$ cat src/rtl/bnn_sequencer_if.sv
// Load/result handshake bundle between the BNN sequencer and its host.
// The host drives pixel beats and acknowledges the classified digit.
interface bnn_sequencer_if #(
    parameter int BEAT_W = 8
);
    logic              start;
    logic [BEAT_W-1:0] data_in;
    logic              data_valid;
    logic              data_ready;
    logic [3:0]        digit;
    logic              digit_valid;
    logic              digit_ack;

    modport master (
        output start, data_in, data_valid, digit_ack,
        input  data_ready, digit, digit_valid
    );

    modport slave (
        input  start, data_in, data_valid, digit_ack,
        output data_ready, digit, digit_valid
    );
endinterface

$ cat src/rtl/bnn_sequencer.sv
// BNN classification sequencer: loads a binary image beat by beat,
// steps three layer blocks under a per-layer watchdog, holds the digit.
module bnn_sequencer #(
    parameter int PIX_BITS    = 784,
    parameter int BEAT_W      = 8,
    parameter int TIMEOUT_CYC = 4096
) (
    input  logic                clk,
    input  logic                rst,
    bnn_sequencer_if.slave      bus,
    output logic [PIX_BITS-1:0] o_pixels,
    output logic [2:0]          o_state,
    output logic                o_layer_rst_n,
    input  logic                i_l1_done,
    input  logic                i_l2_done,
    input  logic                i_l3_done,
    input  logic [3:0]          i_l3_digit,
    output logic                o_busy,
    output logic                o_timeout
);
    localparam int NBEATS = PIX_BITS / BEAT_W;
    localparam int BCW    = $clog2(NBEATS);
    localparam int WDW    = $clog2(TIMEOUT_CYC);

    typedef enum logic [2:0] {
        S_IDLE = 3'b000,
        S_LOAD = 3'b001,
        S_L1   = 3'b010,
        S_L2   = 3'b011,
        S_L3   = 3'b100,
        S_OUT  = 3'b101,
        S_ERR  = 3'b110
    } state_t;

    state_t              r_state;
    state_t              w_next;
    logic [PIX_BITS-1:0] r_pixels;
    logic [BCW-1:0]      r_beat;
    logic [WDW-1:0]      r_wdog;
    logic [3:0]          r_digit;
    logic                w_accept;
    logic                w_last;
    logic                w_done;
    logic                w_expired;
    logic                w_layer;

    assign w_accept  = (r_state == S_LOAD) && bus.data_valid;
    assign w_last    = (r_beat == BCW'(NBEATS - 1));
    assign w_expired = (r_wdog == WDW'(TIMEOUT_CYC - 1));
    assign w_layer   = (r_state == S_L1) || (r_state == S_L2) ||
                       (r_state == S_L3);
    assign w_done    = ((r_state == S_L1) && i_l1_done) ||
                       ((r_state == S_L2) && i_l2_done) ||
                       ((r_state == S_L3) && i_l3_done);

    always_comb begin
        w_next = r_state;
        unique case (r_state)
            S_IDLE: if (bus.start) w_next = S_LOAD;
            S_LOAD: if (w_accept && w_last) w_next = S_L1;
            // A done flag beats a watchdog expiry landing on the same cycle
            S_L1: begin
                if (w_done)         w_next = S_L2;
                else if (w_expired) w_next = S_ERR;
            end
            S_L2: begin
                if (w_done)         w_next = S_L3;
                else if (w_expired) w_next = S_ERR;
            end
            S_L3: begin
                if (w_done)         w_next = S_OUT;
                else if (w_expired) w_next = S_ERR;
            end
            S_OUT:  if (bus.digit_ack) w_next = S_IDLE;
            S_ERR:  if (bus.start) w_next = S_IDLE;
            default: w_next = S_IDLE;
        endcase
    end

    always_ff @(posedge clk or posedge rst) begin
        if (rst) begin
            r_state  <= S_IDLE;
            r_pixels <= '0;
            r_beat   <= '0;
            r_wdog   <= '0;
            r_digit  <= '0;
        end else begin
            r_state <= w_next;
            if ((r_state == S_IDLE) && bus.start)
                r_beat <= '0;
            else if (w_accept)
                r_beat <= r_beat + BCW'(1);
            for (int k = 0; k < NBEATS; k++)
                if (w_accept && (r_beat == BCW'(k)))
                    r_pixels[k*BEAT_W +: BEAT_W] <= bus.data_in;
            if (w_next != r_state)
                r_wdog <= '0;
            else if (w_layer)
                r_wdog <= r_wdog + WDW'(1);
            if ((r_state == S_L3) && i_l3_done)
                r_digit <= i_l3_digit;
        end
    end

    assign bus.data_ready  = (r_state == S_LOAD);
    assign bus.digit       = r_digit;
    assign bus.digit_valid = (r_state == S_OUT);
    assign o_pixels        = r_pixels;
    assign o_state         = r_state;
    assign o_layer_rst_n   = w_layer || (r_state == S_OUT);
    assign o_busy          = (r_state != S_IDLE) && (r_state != S_ERR);
    assign o_timeout       = (r_state == S_ERR);
endmodule

$ cat src/flat_wrapper.sv
// flat-port wrapper written by rule: the top's interface ports become plain ports
module bnn_sequencer_flat 
#(
    parameter int PIX_BITS    = 784,
    parameter int BEAT_W      = 8,
    parameter int TIMEOUT_CYC = 4096
)
  (clk, rst, o_pixels, o_state, o_layer_rst_n, i_l1_done, i_l2_done, i_l3_done, i_l3_digit, o_busy, o_timeout, bus_start, bus_data_in, bus_data_valid, bus_digit_ack, bus_data_ready, bus_digit, bus_digit_valid);
  bnn_sequencer_if #(.BEAT_W(BEAT_W)) bus_i ();
  input  logic clk;
  input  logic rst;
  output logic [PIX_BITS-1:0] o_pixels;
  output logic [2:0] o_state;
  output logic o_layer_rst_n;
  input  logic i_l1_done;
  input  logic i_l2_done;
  input  logic i_l3_done;
  input  logic [3:0] i_l3_digit;
  output logic o_busy;
  output logic o_timeout;
  input wire logic [$bits(bus_i.start)-1:0] bus_start;
  input wire logic [$bits(bus_i.data_in)-1:0] bus_data_in;
  input wire logic [$bits(bus_i.data_valid)-1:0] bus_data_valid;
  input wire logic [$bits(bus_i.digit_ack)-1:0] bus_digit_ack;
  output wire logic [$bits(bus_i.data_ready)-1:0] bus_data_ready;
  output wire logic [$bits(bus_i.digit)-1:0] bus_digit;
  output wire logic [$bits(bus_i.digit_valid)-1:0] bus_digit_valid;
  assign bus_i.start = bus_start;
  assign bus_i.data_in = bus_data_in;
  assign bus_i.data_valid = bus_data_valid;
  assign bus_i.digit_ack = bus_digit_ack;
  assign bus_data_ready = bus_i.data_ready;
  assign bus_digit = bus_i.digit;
  assign bus_digit_valid = bus_i.digit_valid;
  bnn_sequencer #(.PIX_BITS(PIX_BITS), .BEAT_W(BEAT_W), .TIMEOUT_CYC(TIMEOUT_CYC)) u_core (.clk(clk), .rst(rst), .bus(bus_i), .o_pixels(o_pixels), .o_state(o_state), .o_layer_rst_n(o_layer_rst_n), .i_l1_done(i_l1_done), .i_l2_done(i_l2_done), .i_l3_done(i_l3_done), .i_l3_digit(i_l3_digit), .o_busy(o_busy), .o_timeout(o_timeout));
endmodule
$ cat config.mk
export PLATFORM = sky130hd
export DESIGN_NAME = bnn_sequencer_flat
export DESIGN_NICKNAME = d
export VERILOG_FILES = /design/src/rtl/bnn_sequencer_if.sv /design/src/rtl/bnn_sequencer.sv /design/src/flat_wrapper.sv
export SDC_FILE = /design/constraint.sdc
export NUM_CORES = 1
export LEC_CHECK = 0
export CORE_AREA = 2 2 320 322
export CTS_CLUSTER_SIZE = 14
export DETAILED_ROUTE_END_ITERATION = 6
export DIE_AREA = 0 0 322 324
export GPL_TIMING_DRIVEN = 0
export PLACE_DENSITY = 0.61
export SYNTH_ARGS = -nofsm -noshare
export SYNTH_HDL_FRONTEND = slang
export SYNTH_SLANG_ARGS = --single-unit
export TNS_END_PERCENT = 10
$ cat constraint.sdc
create_clock -name clk -period 54.6 [get_ports clk]
set_clock_uncertainty 0.05 [all_clocks]
set_input_delay 13.65 -clock clk [delete_from_list [all_inputs] [get_ports clk]]
set_output_delay 13.65 -clock clk [all_outputs]
set_load 0.005 [all_outputs]
==> impl_metrics.env <==
export IMPL_power_frac_clock_pct=39.0
export IMPL_power_frac_comb_pct=17.5
export IMPL_synth_area_top_cells="dfrtp_1 (65%), mux2_2 (26%), mux2_1 (2.9%)"
export IMPL_critPathCaptureType="output port"
export IMPL_numCtsBuffers=89
export IMPL_drc=0
export IMPL_min_path_cells=1
export IMPL_synth_seq_cells=810
export IMPL_grt_max_degree=136
export IMPL_grt_pass1_wl_um=159000
export IMPL_cts_sinks=810
export IMPL_yosysWarnings=0
export IMPL_htree_levels=3
export IMPL_initial_utilization_pct=30.9
export IMPL_grt_ovfl_total=0
export IMPL_rrSetupSlack_ps=50400
export IMPL_r2r_cells=6
export IMPL_post_cts_buffers=0
export IMPL_cp_start_kind="flip-flop"
export IMPL_async_reset_ff_share_pct=100
export IMPL_internal_power_mw=1.15
export IMPL_crit_buf_inv=3
export IMPL_final_common_cell="dfrtp_1"
export IMPL_cts_hold_fix_buffers=0
export IMPL_ys_flop_type="dfrtp_1"
export IMPL_portBuffers=807
export IMPL_cts_buffer_depth=3
export IMPL_cts_tree="yes"
export IMPL_hold_start="u_core.o_pixels[399]"
export IMPL_worstMarginPinSlew_ps=1310
export IMPL_r2r_end="u_core.o_pixels[609]"
export IMPL_hold_end="u_core.o_pixels[399]"
export IMPL_slowest_delay_ps=590
export IMPL_ant_nets=0
export IMPL_yosys_area_top_type="dfrtp_1"
export IMPL_fin_crit_sh_pct=29.5
export IMPL_grt_antenna_before_repair=10
export IMPL_yosysSeqAreaShare_pct=65.0
export IMPL_crit_required_ps=40900
export IMPL_pin_count=816
export IMPL_first_iter_violations=922
export IMPL_cts_root_buf="clkbuf_16"
export IMPL_hold_class="reg -> reg"
export IMPL_synth_cells=1960
export IMPL_dieArea_um2=104000
export IMPL_p_per_area_nw_per_um2=35.6
export IMPL_r2r_start="u_core.r_beat[0]"
export IMPL_rsz0062_at_grt="false"
export IMPL_synth_nets=1985
export IMPL_synth_cell_type_count=53
export IMPL_hpwl_um=82800
export IMPL_drt_pass1_iterations=5
export IMPL_switching_share_pct=26.4
export IMPL_crit_chain="clkbuf_1 > inv_1 > nor3b_1 > clkdlybuf4s50_1"
export IMPL_syn_area_um2=31200
export IMPL_grt_pass1_vias=21800
export IMPL_seqPwrFrac_pct=43.5
export IMPL_cp_max_fo=10
export IMPL_highest_layer="met4"
export IMPL_syn_avg_cell_area_um2=15.9
export IMPL_clkLatencyLatePin_ps=650
export IMPL_die_h_um=324
export IMPL_num_rows=117
export IMPL_detailroute_wirelength_met3_um=9240
export IMPL_status="finished clean"
export IMPL_critPathArrivalTime_ps=2380
export IMPL_gp_congestion=0.813
export IMPL_core_area_um2=101000
export IMPL_clk_pin_slew_ps=60
export IMPL_holdWs_ps=441
export IMPL_synth_edff_count=0
export IMPL_final_hold_viol_count=0
export IMPL_p_switching_mw=0.414
export IMPL_final_cell_mix="dfrtp_1 (810), clkdlybuf4s50_1 (807), mux2_2 (708)"
export IMPL_p_leak_nw=20.5
export IMPL_finalSetupViolCount=0
export IMPL_max_cap_violations=0
export IMPL_vias=20300
export IMPL_netlist_area_leader_share_pct=65.0
export IMPL_critical_path_class="reg -> out"
export IMPL_maxSlewHeadroom_pct=12.2
export IMPL_nNetsFinal=2889
export IMPL_wl_met1_um=42400
export IMPL_track_usage_pct=21.1
export IMPL_wl_um=113000
export IMPL_drive_gt1_share_pct=31.7
export IMPL_fp_dieW_um=322
export IMPL_cts_resized_gates=0
export IMPL_crit_slowest_cell="clkdlybuf4s50_1"
export IMPL_routedWlPerCell_um=26.6
export IMPL_slew_violations=0
export IMPL_syn2layout_area_growth_pct=41.3
export IMPL_fin_setup_tns_ps=0
export IMPL_vdd_drop_max_mv=0.0265
export IMPL_wl_met2_um=57500
export IMPL_period_needed_ps=16080
export IMPL_max_freq_mhz=62.2
export IMPL_avgViaCountPerCell=4.79
export IMPL_crit_family="buffers and inverters"
## cell families (layout without fill, tap and decap cells)
| logic type | after synthesis | in the layout | synth area share, % |
|---|---|---|---|
| buf+inv | 126 | 1096 | 1.60 |
| simple gates | 193 | 193 | 3.75 |
| other cells | 0 | 7 | 0 |
| xor+xnor | 16 | 16 | 0.449 |
| flops | 810 | 810 | 65.0 |
| compound gates | 20 | 20 | 0.482 |
| mux | 790 | 790 | 28.5 |
| fa+ha+maj | 5 | 5 | 0.201 |
## sequential cells by signal, summed over array words and instances, names as in the netlist
register,flops
u_core.bus.digit,4
u_core.o_pixels,784
u_core.o_state,3
u_core.r_beat,7
u_core.r_wdog,12
## worst register-to-register path, stage by stage (launching register included)
cell and delay [ps]:
dfrtp_1 450, inv_1 120, ha_1 140, buf_1 770, nand3_1 900, nor2_1 1220, mux2_2 430
## synthesized netlist by cell type, types with 2 or more instances
master	instances
inv_1	8
nor3_1	7
nand2_2	3
nand2_1	24
nand2b_1	8
and3_1	3
nor3b_1	4
dfrtp_1	810
xnor2_1	6
clkbuf_1	107
buf_4	3
nand3_1	14
ha_1	5
nand4_1	8
nor2_2	38
nand3_2	9
a21oi_1	4
xor2_1	10
o21ai_0	4
buf_2	6
nand3_4	7
mux2i_1	2
and4_1	2
nor2b_1	5
mux2_1	80
nor2_1	47
a41o_1	2
mux2_2	708
or3_1	2
## power by group through the flow
stage	Clock [mW]	Combinational, mW	Sequential (mW)
2_1_floorplan	0	0.102	0.693
3_3_place_gp	0	0.273	0.691
3_5_place_dp	0	0.277	0.691
4_1_cts	0.628	0.279	0.682
5_1_grt	0.653	0.292	0.688
6_report	0.611	0.274	0.681
## metal layers
layer / up-vias / track usage, %
li1: 8711 / -
met1: 10700 / 24.0
met2: 726 / 37.0
met3: 172 / 6.85
met4: 0 / 8.02
met5: - / 0
## stage by stage
| step | power, mW | setup slack [ps] | std cells | instance area [um2] | utilization [%] |
|---|---|---|---|---|---|
| 4_1_cts | 1.59 | 38480 | 4239 | 44000 | 43.6 |
| 6_report | 1.57 | 38520 | 4246 | 44100 | 43.6 |
| 5_1_grt | 1.63 | 38410 | 4241 | 44000 | 43.6 |
| 3_5_place_dp | 0.968 | 37850 | 4082 | 41100 | 40.7 |
| 3_3_place_gp | 0.964 | 10260 | 4076 | 40900 | 40.5 |
| 2_1_floorplan | 0.795 | 18150 | 1960 | 31200 | - |
## area by class of cell
cell class                 count  area (um2)
clock buffer                 134        2610
sequential                   810       20300
clock inverter                23         350
buffer                       118         478
antenna                        7        17.5
inverter                       8        37.5
tap                         1309        1640
timing repair buffer         813        8240
fill                        9024       57000
multi-input combinational   1024       10400
## worst max-delay path by stage
stage / end / cells after the start / slack [ps] / from
6_report: o_timeout / 4 / 38520 / u_core.o_state[1]
5_1_grt: o_timeout / 4 / 38410 / u_core.o_state[1]
4_1_cts: o_timeout / 4 / 38480 / u_core.o_state[1]
3_5_place_dp: u_core.o_pixels[175] / 4 / 37850 / bus_data_in[7]
3_3_place_gp: u_core.o_pixels[633] / 2 / 10260 / rst
2_1_floorplan: u_core.bus.digit[0] / 1 / 18150 / rst
No activity file was read; power rests on OpenSTA's default activity.
